$ cat src/rtl/fetch_pipe.sv
// fetch_pipe: single-issue instruction fetch stage.
//
// Walks a program counter through an instruction ROM, registers each fetched
// word for decode, honours downstream stalls, redirects on absolute jumps
// (and optionally PC-relative branches), and stops on the all-ones halt word.
//
// Parameters:
//   D          program counter width
//   W          instruction word width
//   START_ADDR PC value loaded at reset
//
// Ports:
//   clk, reset      rising-edge clock, synchronous active-high reset
//   start           one-cycle pulse that begins fetching from IDLE
//   stall           downstream hold request
//   imem_addr       ROM address (current PC, combinational)
//   imem_data       ROM word for imem_addr, same cycle
//   instr_out       registered instruction for decode
//   instr_pc        address instr_out was fetched from
//   instr_valid     instr_out is live
//   jump_en         absolute jump taken by instr_out
//   jump_target     absolute jump destination
//   rel_en          relative branch taken by instr_out
//   rel_offset      signed offset relative to instr_pc
//   done            sticky halt indicator
//
// Build option: define FETCH_REL_BRANCH_EN to enable relative branches; when
// undefined, rel_en/rel_offset are present but ignored.

module fetch_pipe #(
    parameter int unsigned D          = 10,
    parameter int unsigned W          = 9,
    parameter logic [D-1:0] START_ADDR = '0
) (
    input  logic         clk,
    input  logic         reset,
    input  logic         start,
    input  logic         stall,
    output logic [D-1:0] imem_addr,
    input  logic [W-1:0] imem_data,
    output logic [W-1:0] instr_out,
    output logic [D-1:0] instr_pc,
    output logic         instr_valid,
    input  logic         jump_en,
    input  logic [D-1:0] jump_target,
    input  logic         rel_en,
    input  logic [D-1:0] rel_offset,
    output logic         done
);

    typedef enum logic [1:0] {
        IDLE = 2'd0,
        RUN  = 2'd1,
        HALT = 2'd2
    } state_t;

    state_t        state, state_next;
    logic [D-1:0]  pc, pc_next;
    logic [W-1:0]  instr_next;
    logic [D-1:0]  instr_pc_next;
    logic          valid_next;
    logic          done_next;
    logic          rel_take;
    logic [D-1:0]  rel_dest;

    assign imem_addr = pc;

    // Two's-complement add wraps modulo 2^D naturally at width D.
    assign rel_dest = instr_pc + rel_offset;

`ifdef FETCH_REL_BRANCH_EN
    assign rel_take = rel_en;
`else
    logic unused_rel;
    assign rel_take   = 1'b0;
    assign unused_rel = ^{rel_en, rel_offset};
`endif

    always_ff @(posedge clk) begin
        if (reset) begin
            state       <= IDLE;
            pc          <= START_ADDR;
            instr_out   <= '0;
            instr_pc    <= '0;
            instr_valid <= 1'b0;
            done        <= 1'b0;
        end else begin
            state       <= state_next;
            pc          <= pc_next;
            instr_out   <= instr_next;
            instr_pc    <= instr_pc_next;
            instr_valid <= valid_next;
            done        <= done_next;
        end
    end

    always_comb begin
        state_next    = state;
        pc_next       = pc;
        instr_next    = instr_out;
        instr_pc_next = instr_pc;
        valid_next    = instr_valid;
        done_next     = done;

        unique case (state)
            IDLE: begin
                valid_next = 1'b0;
                if (start) state_next = RUN;
            end
            RUN: begin
                // Priority: halt word > jump > relative branch > stall > fetch.
                // Redirects only apply to a live instruction in instr_out.
                if (instr_valid && (instr_out == '1)) begin
                    state_next = HALT;
                    done_next  = 1'b1;
                    valid_next = 1'b0;
                end else if (instr_valid && jump_en) begin
                    pc_next    = jump_target;
                    valid_next = 1'b0;
                end else if (instr_valid && rel_take) begin
                    pc_next    = rel_dest;
                    valid_next = 1'b0;
                end else if (!stall) begin
                    instr_next    = imem_data;
                    instr_pc_next = pc;
                    valid_next    = 1'b1;
                    pc_next       = pc + 1'b1;
                end
            end
            HALT: begin
                done_next = 1'b1;
            end
            default: begin
                state_next = IDLE;
            end
        endcase
    end

endmodule
$ cat config.mk
export PLATFORM = sky130hd
export DESIGN_NAME = fetch_pipe
export DESIGN_NICKNAME = d
export VERILOG_FILES = /design/src/rtl/fetch_pipe.sv
export SDC_FILE = /design/constraint.sdc
export NUM_CORES = 1
export LEC_CHECK = 0
export ABC_AREA = 1
export BUFFER_PORTS_ARGS = -buffer_cell sky130_fd_sc_hd__buf_4
export CORE_ASPECT_RATIO = 1.4
export CORE_MARGIN = 2
export CORE_UTILIZATION = 30
export DETAILED_ROUTE_END_ITERATION = 10
export PLACE_DENSITY = 0.55
export SLEW_MARGIN = 20
export SYNTH_ARGS = -nofsm -noshare
export SYNTH_HDL_FRONTEND = slang
export SYNTH_SLANG_ARGS = --single-unit
$ cat constraint.sdc
create_clock -name clk -period 2.5 [get_ports clk]
set_input_delay 0.5 -clock clk [delete_from_list [all_inputs] [get_ports clk]]
set_output_delay 0.5 -clock clk [all_outputs]
set_load 0.02 [all_outputs]
# == Word-level counts from Yosys, hierarchy flattened ==
# Index checks and enable logic that the tools add are counted.
# totals
reg_bits,33
output_inout_bits,31
# classes
addsub,1
n_eq_ne,7
mux,11
bitwise_logic,4
reduce_logical,10
# ops
cell,n
10-bit two-way mux,2
10-bit by 1-bit adder with 10-bit output (second input constant),1
9-bit equality test (second input constant),1
2-bit one-hot mux with 3 select lines,1
3-bit AND reduction,2
1-bit two-way mux,4
2-bit two-way mux,2
2-bit inequality test (second input constant),2
4-bit inequality test (second input constant),1
1-bit NOT,4
1-bit one-hot mux with 2 select lines,2
2-bit AND reduction,2
4-bit AND reduction,1
2-bit nonzero test,2
2-bit by 1-bit equality test with 1-bit output (second input constant),1
2-bit equality test (second input constant),1
1-bit logical AND,2
2-bit logical NOT,1
2-bit by 1-bit inequality test with 1-bit output (second input constant),1

# == Depth between registers and ports, before layout ==
# Gate-level depths: netlist of the first run.
# depth
depth_word,4
depth_mapped,10
ltp_nobuf,9

# == Least setup slack after synthesis of the first run ==
# No wires, ideal clock.
# synth_path
path_kind,input -> register
start,input port jump_en
end,"register pc[6], in the netlist imem_addr[6]"
setup_time_ns,0.114
t_arrival_ns,1.279
t_required_ns,2.386
setup_slack_ns,1.107
stages,9
cell_sequence,nand2_2 -> inv_2 -> nor2_1 -> inv_2 -> nand3_4 -> inv_2 -> buf_6 -> a21oi_1 -> nor2_1
# synth_via
elab_chain_cells,3
word_cells_on_any_way,4
# synth_lines
item,line,rtl
start: declaration,44,"input logic jump_en,"
1-bit logical AND (*),117,end else if (instr_valid && jump_en) begin
2-bit by 1-bit inequality test with 1-bit output (no source line),-,
3-bit AND reduction (no source line),-,
end signal: assignment,89,pc <= pc_next;
end: declaration,58,"logic [D-1:0] pc, pc_next;"
# Mark *: on every way between the ends. The rest lies on a longest branch, timed or not.
# A chain may end at the register's enable or synchronous reset.

# == Worst setup path in the final report of the first run ==
# layout_path
start,register instr_valid
end,"register pc[3], in the netlist imem_addr[3]"
# layout_via
elab_chain_cells,3
word_cells_on_any_way,6
# layout_lines
item,line,rtl
start: declaration,43,"output logic instr_valid,"
start signal: assignment,92,instr_valid <= valid_next;
1-bit logical AND (on tied branches),"117, 113",
2-bit by 1-bit inequality test with 1-bit output (no source line) or 1-bit NOT (tied branches),-,
3-bit AND reduction (no source line),-,
# Parallel ways exist; a longest one is shown, timed or not.

==> parameters.txt, run 1 <==
Parameter                              Value

STA
  Worst hold slack after final layout    roughly 0.47 ns
  Total count of hold-check failures in the final report    0
  Final Slew Violations    0
  Worst setup margin    0.768 ns
  Slew headroom    0.696
  Measured slew at the worst slew-check pin    0.455 ns
  Worst setup skew after layout    about 0.0032 ns
  Fin crit share    0.693
  Setup TNS Final    0 ns
  Finish-stage setup viols    0
  Highest clock rate    roughly 580 MHz
  Minimum clock period after layout    1.73 ns
  RSZ-0062 raised after global routing    no

Place
  Cells after DPL    336
  Final HPWL from detailed placement    3020 um
  Pre-CTS setup slack    0.588 ns
  Routability Congestion    ~0.83
  Quantity of I/O buffers inserted on ports    54

Worst setup path
  Cell family with the largest share of critical-path delay    buffers and inverters
  Cell type with the highest occurrence count on the critical path    inv_2
  Path type of the worst setup path    reg -> reg
  Slowest stage cell on the critical path    dfxtp_1
  Worst EP arrival    between 1.5 and 2 ns
  Critical Path Fanout Max    15
  CP Data Required Time    2.71 ns
  Critical Path Max Stage Delay    about 0.4 ns
  Type of element launching the critical path    flop
  Combined buffer and inverter count along the critical path    3
  Critical Path End Type    flop
  Crit-path cells    nand2_2 > inv_2 > nor2_1 > inv_2 > nand3_4 > inv_2 > o21ai_0 > a21oi_1

Yosys
  Fraction of the yosys area taken by sequential cells    0.423
  Synth top area share    0.423
  Synth Register Bits    33
  Mean instance size in the synthesized netlist    6.97 um^2
  Cells taking the most area after synthesis    dfxtp_1 42%, nand2_1 15%, a21oi_1 11%, nand3_1 8.7%, nor2_1 3.8%
  Synthesis warning total    0
  Area of the mapped netlist    1560 um^2
  Syn_nets    260
  Cell type contributing the most total cell area after synthesis    dfxtp_1
  Unique masters post-synth    24
  Post-synthesis instance total    224

CTS
  Maximum count of clock buffers along a single path    2
  TritonCTS Buffers    5
  Max H-tree Level    2
  Number of instances resized during post-cts repair    0
  Clock latency on the worst-skew pair    0.28 ns
  CTS tree    built
  # hold bufs at CTS    0
  Post-CTS setup buffers    0
  Clk sink count    33
  Root Driver    clkbuf_8
  Clock transition at the registers of the reported paths    0.07 ns

Power
  Combinational share of power    0.118
  Power density of the placed cells    516 nW/um^2
  Power consumption    1.08 mW
  Sequential Power Share    0.506
  Power Internal    0.809 mW
  Worst voltage drop across the vdd grid    ~240 uV
  Net switching power    approximately 0.27 mW
  Switch share    0.251
  P_leak    just under 0.9 nW
  Clock power share    0.376

Finish
  Final Instance Count excl. Fillers    between 300 and 400
  Number of fill cells    574
  Inserted Diodes    0
  NumNets Final    313
  Share of layout cells above drive strength 1    0.264
  Area added between synthesis and finish    34.0%

Die
  Chip Height    between 80 and 90 um
  Initial core utilization    0.307
  Total Die Area    5810 um^2
  Die extent in x    65.0 um
  Number of cell rows    31
  Total I/O pin count    66
  Core Footprint    5080 um^2

Global route
  Routing usage on met1    0.176
  First-pass GRT wire length    about 6600 um
  Busiest layer in global routing    met2
  Antenna violations before repair    0
  Pin count of the biggest net entering global routing    29
  Global-route track usage on met3    0.0290
  Vias in the first global route    roughly 1400
  Remaining Overflow, GRT    0
  Global-route met2 utilization    0.261
  Overall track demand over capacity in global routing    0.146

Detailed routing
  Number of iterations in the first detailed-routing pass    4
  WL/cell    about 12 um
  Number of nets with antenna violations after detailed routing    0
  DRT iter0 DRCs    71
  Aggregate routed wire length    between 4000 and 5000 um
  Total vias in the final route    1619
  Number of remaining DRC errors    0
  Vias per cell    4.72

Hold path
  Class of the most critical hold timing path    reg -> reg

Job
  Maximum Capacitance Violations    0

Status
  Outcome    completed
power groups by stage:
stage | logic [mW] | clock network [mW] | registers [mW]
after floorplan | 0.0638 | 0 | 0.567
after global placement | 0.128 | 0 | 0.558
after detailed placement | 0.129 | 0 | 0.558
after CTS | 0.129 | 0.416 | 0.546
after global routing | 0.140 | 0.439 | 0.547
final | 0.127 | 0.406 | 0.546
sequential cells by signal (all words and copies together) (netlist names):
| signal | cells |
|---|---|
| done | 1 |
| imem_addr | 10 |
| instr_out | 9 |
| instr_pc | 10 |
| instr_valid | 1 |
| state | 2 |
routing by layer:
metal	share of wire	routed length (um)	vias up
met5	0	0	-
met4	0.012	53	0
met3	0.049	210	5
met2	0.51	2200	44
met1	0.42	1810	730
li1	-	-	840
area by class of cell:
cell class	count	area [um^2]	area share
repair buffers	57	428	0.205
inverters	16	60.1	0.0287
well taps	66	82.6	0.0395
multi-input cells	164	774	0.370
flip-flops and latches	33	661	0.316
clock buffers	7	86.3	0.0413
metrics by stage:
step | instance area, um^2 | utilization
after floorplan | 1560 | -
after global placement | 2010 | 0.395
after detailed placement | 2010 | 0.395
after CTS | 2090 | 0.412
after global routing | 2090 | 0.412
final | 2090 | 0.412
cell usage after synthesis, drive strengths merged:
cell    count
ha          1
nor2       19
buf         7
nand3b      1
o21ai      10
nand4       3
o22ai       1
nand3      29
o31ai       1
dfxtp      33
a21oi      33
clkbuf      4
and2        1
inv        16
nand2      65
path summary, 6_finish.rpt:
path | start | end | slack, ns | cells past startpoint
setup reg to reg | instr_valid | imem_addr[3] | 0.77 | 8
setup / recovery | instr_valid | imem_addr[3] | 0.77 | 8
hold reg to reg | instr_pc[8] | instr_pc[8] | 0.47 | 2
hold / removal | instr_pc[8] | instr_pc[8] | 0.47 | 2
cells by family (layout without fill, tap and decap cells):
logic type | Yosys count | in the layout | share of synthesized area
AO/OA/AOI/OAI | 45 | 45 | 0.147
buffers and inverters | 27 | 80 | 0.0809
AND/OR/NAND/NOR | 118 | 118 | 0.341
adder cells (fa/ha/maj) | 1 | 1 | 0.00801
flip-flops | 33 | 33 | 0.423
placed cells by master (no fill, tap or decap):
cell / instances
a21oi_1: 33
clkbuf_1: 1
o22ai_1: 1
buf_4: 57
nand3_4: 1
inv_2: 3
dfxtp_1: 33
o21ai_0: 10
nand3_2: 1
inv_1: 13
nor2_1: 16
nand4_1: 3
nor2_4: 2
nor2_2: 1
nand3b_1: 1
and2_1: 1
clkbuf_8: 6
nand2_2: 2
o31ai_1: 1
nand3_1: 27
ha_1: 1
nand2_1: 63
worst register-to-register path: cells and delay by family (launching register included):
kind / cells / cell delay (ns)
buf+inv: 3 / 0.56
simple gates: 3 / 0.46
flops: 1 / 0.40
compound gates: 2 / 0.26
Power figures use the tool's default switching activity.
==> run 2, diff against run 1 <==
ABC_AREA = 0   (was 1)
clock period = 1.6 ns   (was 2.5 ns; I/O delays follow)
==> parameters.txt, run 2 <==
Parameter                              Value

Yosys
  Most frequent cell after synthesis    dfxtp_1
  Cells taking the most area after synthesis    dfxtp_1 42%, mux2i_1 12%, nor2_1 6.0%, o31ai_1 2.9%, nand2_1 2.7%
  Ys flop type    dfxtp_1
  Commonest cells post-synth    33 x dfxtp_1, 25 x nor2_1, 19 x mux2i_1
  Fraction of the yosys area taken by sequential cells    0.425
  Synth Register Bits    33
  Syn_nets    just over 200
  Area of the mapped netlist    1560 um^2
  Share of async-settable or async-resettable flops after synthesis    0
  Cell type contributing the most total cell area after synthesis    dfxtp_1
  Count of flip-flops with a built-in enable after synthesis    0
  Synth top area share    0.425
  Mean instance size in the synthesized netlist    9.20 um^2
  Post-synthesis instance total    169
  Unique masters post-synth    41
  Synthesis warning total    0

Finish
  Inserted Diodes    0
  NumNets Final    271
  Leading cell types in the layout, fill and taps excluded    69 x buf_4, 28 x dfxtp_1, 25 x nor2_1
  Most common cell after layout, fill and taps aside    buf_4
  Total non-filler cell area in the finished layout    2220 um^2
  Area added between synthesis and finish    42.8%
  Share of layout cells above drive strength 1    0.383

Global route
  Remaining Overflow, GRT    0
  Vias in the first global route    1329
  Pin count of the biggest net entering global routing    35
  Antenna violations before repair    0
  First-pass GRT wire length    6450 um
  Overall track demand over capacity in global routing    0.147

Worst setup path
  Slowest stage cell on the critical path    dfxtp_1
  Worst reg2reg path startpoint    imem_addr[1]
  Crit-path cells    ha_2 > and3_1 > nand4_1 > a211o_1 > a21oi_1
  Type of element launching the critical path    flop
  Worst EP arrival    1.72 ns
  Combined buffer and inverter count along the critical path    0
  Critical Path Fanout Max    6
  Path type of the worst setup path    reg -> reg
  Critical Path End Type    flop
  Worst reg2reg endpoint    imem_addr[8]
  CP Data Required Time    about 1.8 ns
  Critical Path Max Stage Delay    between 0.4 and 0.5 ns
  Setup slack, reg-to-reg    between 0.09 and 0.1 ns
  Depth of the worst register-to-register path    5
  Cell family with the largest share of critical-path delay    flip-flops

CTS
  Clk sink count    33
  Root Driver    clkbuf_8
  Maximum count of clock buffers along a single path    2
  Clock transition at the registers of the reported paths    about 0.060 ns
  Clock latency on the worst-skew pair    approximately 0.28 ns
  Post-CTS setup buffers    0
  CTS tree    built
  Max H-tree Level    2
  TritonCTS Buffers    5

Detailed routing
  Vias per cell    4.83
  Number of remaining DRC errors    0
  Number of nets with antenna violations after detailed routing    0
  Aggregate routed wire length    3990 um
  Total vias in the final route    between 1000 and 1500
  WL/cell    13.3 um
  Number of iterations in the first detailed-routing pass    4
  DRT iter0 DRCs    56

Die
  Die extent in x    64.9 um
  Initial core utilization    0.306
  Total I/O pin count    66
  Number of cell rows    31
  Core Footprint    5080 um^2
  Total Die Area    5780 um^2
  Chip Height    89.2 um

Status
  Outcome    completed

Hold path
  Worst min-delay path startpoint    imem_data[2]
  End point of the worst hold path    instr_out[2]
  Hold depth    3
  Class of the most critical hold timing path    in -> reg

STA
  Fin crit share    0.941
  RSZ-0062 raised after global routing    no
  Slew headroom    0.748
  Measured slew at the worst slew-check pin    0.378 ns
  Worst setup skew after layout    roughly 0.0018 ns
  Total count of hold-check failures in the final report    0
  Minimum clock period after layout    between 1.5 and 2 ns
  Final Slew Violations    0
  Highest clock rate    ~660 MHz
  Setup TNS Final    0 ns
  Finish-stage setup viols    0

Job
  Maximum Capacitance Violations    0

Place
  Final HPWL from detailed placement    2860 um
  Routability Congestion    about 0.74
  Quantity of I/O buffers inserted on ports    54
  Post-DP Area    2120 um^2

Power
  P_leak    1.02 nW
  Power density of the placed cells    between 700 and 800 nW/um^2
  Worst voltage drop across the vdd grid    433 uV
## run 2: area by class of cell
class	count	area, um^2
clock buffer	7	86.3
timing repair buffer	71	549
sequential	33	667
inverter	3	11.3
multi-input combinational	121	825
fill	543	2860
tap	66	82.6
## run 2: worst reg2reg max path, stage by stage (launching register included)
cell and delay, ns:
dfxtp_1 0.42, ha_2 0.25, and3_1 0.26, nand4_1 0.12, a211o_1 0.27, a21oi_1 0.11
## run 2: report_power, final
group          internal, mW  switching [mW]
clock network         0.341           0.282
registers             0.843          0.0219
logic                 0.121           0.118
total                  1.31           0.422
## run 2: kinds of logic after synthesis
family | synth area share
flip-flops | 0.425
multiplexers | 0.122
AND/OR/NAND/NOR | 0.195
adder cells (fa/ha/maj) | 0.00804
buffers and inverters | 0.0595
AO/OA/AOI/OAI | 0.190
## run 2: stage by stage
stage	hold slack (ns)	setup WS (ns)	total power [mW]	cells	utilization
global route	0.263	0.00331	1.82	301	0.437
global placement	0.445	0.0545	1.12	294	0.417
finish	0.265	0.0949	1.73	301	0.437
floorplan	0.464	0.00814	1.01	169	-
CTS	0.256	0.0418	1.76	301	0.434
detailed placement	0.453	0.0344	1.12	294	0.417
## run 2: per-layer routing
metal	track usage	wire length, um
met3	0.0453	240
met5	0	0
met4	0.0619	38
met2	0.235	1920
met1	0.183	1790
## run 2: what timing repair did
action                                  CTS  global route
endpoints found under the setup margin    0            15
hold buffers                              0             0
resized for setup                         0             4
## run 2: worst max-delay path by stage
| stage | start | slack, ns | to | cells past startpoint |
|---|---|---|---|---|
| final | imem_addr[1] | 0.09 | imem_addr[8] | 5 |
| after global routing | instr_out[5] | 0.003 | instr_pc[7] | 5 |
| after CTS | instr_out[3] | 0.04 | instr_out[1] | 5 |
| after detailed placement | jump_en | 0.03 | imem_addr[8] | 5 |
| after global placement | jump_en | 0.05 | imem_addr[7] | 5 |
| after floorplan | instr_valid | 0.008 | instr_out[0] | 7 |
==> run 3, diff against run 2 <==
SETUP_SLACK_MARGIN = 0.2   (was not set)
==> parameters.txt, run 3 (synthesis gave the netlist of run 2 again) <==
Parameter                              Value

Status
  Outcome    completed

STA
  Minimum clock period after layout    between 1.5 and 2 ns
  Setup TNS Final    0 ns
  Final Slew Violations    0
  Fin crit share    0.992
  Highest clock rate    between 600 and 700 MHz
  Finish-stage setup viols    0
  Total count of hold-check failures in the final report    0
  Worst hold slack after final layout    roughly 0.27 ns
  RSZ-0062 raised after global routing    yes
  Worst setup skew after layout    0.00880 ns
  Measured slew at the worst slew-check pin    0.380 ns
  Slew headroom    0.747

Global route
  Antenna violations before repair    0
  Vias in the first global route    1425
  Remaining Overflow, GRT    0
  Pin count of the biggest net entering global routing    35
  Overall track demand over capacity in global routing    0.159
  First-pass GRT wire length    a little under 7000 um

CTS
  TritonCTS Buffers    5
  # hold bufs at CTS    0
  Max H-tree Level    2
  Clock transition at the registers of the reported paths    0.07 ns
  Root Driver    clkbuf_8
  Maximum count of clock buffers along a single path    2
  CTS tree    built
  Clk sink count    33
  Clock latency on the worst-skew pair    approximately 0.28 ns

Power
  Worst voltage drop across the vdd grid    between 300 and 400 uV
  Clock power share    0.415
  Switch share    0.238
  P_leak    1.09 nW
  Power density of the placed cells    790 nW/um^2
  Combinational share of power    0.147
  Power Internal    about 1.5 mW
  Net switching power    0.469 mW
  Sequential Power Share    0.438

Die
  Total Die Area    5780 um^2
  Initial core utilization    0.306
  Total I/O pin count    between 60 and 70
  Core Footprint    around 5100 um^2
  Number of cell rows    31
  Die extent in x    64.9 um
  Chip Height    approximately 89 um

Finish
  Most common cell after layout, fill and taps aside    buf_4
  Area added between synthesis and finish    60.2%
  Number of fill cells    513
  Multi-input combinational cell area    roughly 940 um^2
  Leading cell types in the layout, fill and taps excluded    64 x buf_4, 24 x nor2_1, 17 x mux2i_1, 17 x dfxtp_1
  Final core utilization    0.490
  Total non-filler cell area in the finished layout    2490 um^2
  Area occupied by registers    about 700 um^2
  Final Instance Count excl. Fillers    303
  Share of layout cells above drive strength 1    0.506
  NumNets Final    272
  Inserted Diodes    0

Detailed routing
  Aggregate routed wire length    between 4000 and 5000 um
  WL/cell    15.0 um
  Number of iterations in the first detailed-routing pass    4
  Total vias in the final route    1545
  Number of remaining DRC errors    0
  Vias per cell    around 5
  Number of nets with antenna violations after detailed routing    0
  DRT iter0 DRCs    between 60 and 70

Worst setup path
  Critical Path End Type    flop
  CP Data Required Time    ~1.8 ns
  Path type of the worst setup path    reg -> reg
  Type of element launching the critical path    flop
  Critical Path Fanout Max    5
  Worst EP arrival    1.74 ns

Place
  Routability Congestion    0.758
  Final HPWL from detailed placement    3050 um
  Post-DP Area    2120 um^2
  Cells after DPL    about 290
  Quantity of I/O buffers inserted on ports    54

Hold path
  Class of the most critical hold timing path    in -> reg

Job
  Maximum Capacitance Violations    0
[run 3: critical path, cell delays in order (launching register included)]
cell       delay (ns)
dfxtp_4          0.35
nand4_1          0.13
buf_4            0.17
o311ai_4         0.23
buf_6            0.20
clkbuf_16        0.16
mux2i_1          0.18
nor2_1           0.05
[run 3: final timing paths]
path                     start           end  slack [ns]  cells after the start
setup / recovery  instr_out[3]  instr_out[2]        0.01                      7
hold reg to reg           done          done        0.46                      2
setup reg to reg  instr_out[3]  instr_out[2]        0.01                      7
hold / removal    imem_data[5]  instr_out[5]        0.27                      3
[run 3: per-layer routing]
metal  global-route usage  up-vias  part of all wire
met2                0.300       53              0.54
met1                0.172      723              0.39
met5                    0        -                 0
met3               0.0302        6             0.053
met4               0.0658        0             0.018
li1                     -      763                 -
[run 3: stage by stage]
| step | total power, mW | worst slack [ns] |
|---|---|---|
| final | 1.97 | 0.0125 |
| after global routing | 2.05 | -0.0718 |
| after CTS | 1.97 | 0.0181 |
| after detailed placement | 1.12 | 0.0338 |
| after global placement | 1.11 | 0.0603 |
| after floorplan | 1.01 | 0.0689 |
[run 3: repair_timing]
action / CTS / global route
buffers inserted: 4 / 1
gates cloned: 2 / 1
gates resized for setup: 16 / 16
pin swaps: 4 / 13
endpoints found under the setup margin: 29 / 33
[run 3: final cells by class]
| class | count | area share |
|---|---|---|
| Clock buffer | 7 | 0.0347 |
| Inverter | 3 | 0.00452 |
| Clock inverter | 1 | 0.0121 |
| Sequential cell | 33 | 0.280 |
| Timing Repair Buffer | 72 | 0.256 |
| Tap cell | 66 | 0.0331 |
| Multi-Input combinational cell | 121 | 0.379 |
[run 3: power by group through the flow]
stage / clock network (mW) / registers, mW / logic, mW
3_3_place_gp: 0 / 0.885 / 0.229
3_5_place_dp: 0 / 0.885 / 0.230
5_1_grt: 0.872 / 0.866 / 0.310
4_1_cts: 0.839 / 0.864 / 0.267
2_1_floorplan: 0 / 0.899 / 0.113
6_report: 0.817 / 0.863 / 0.289
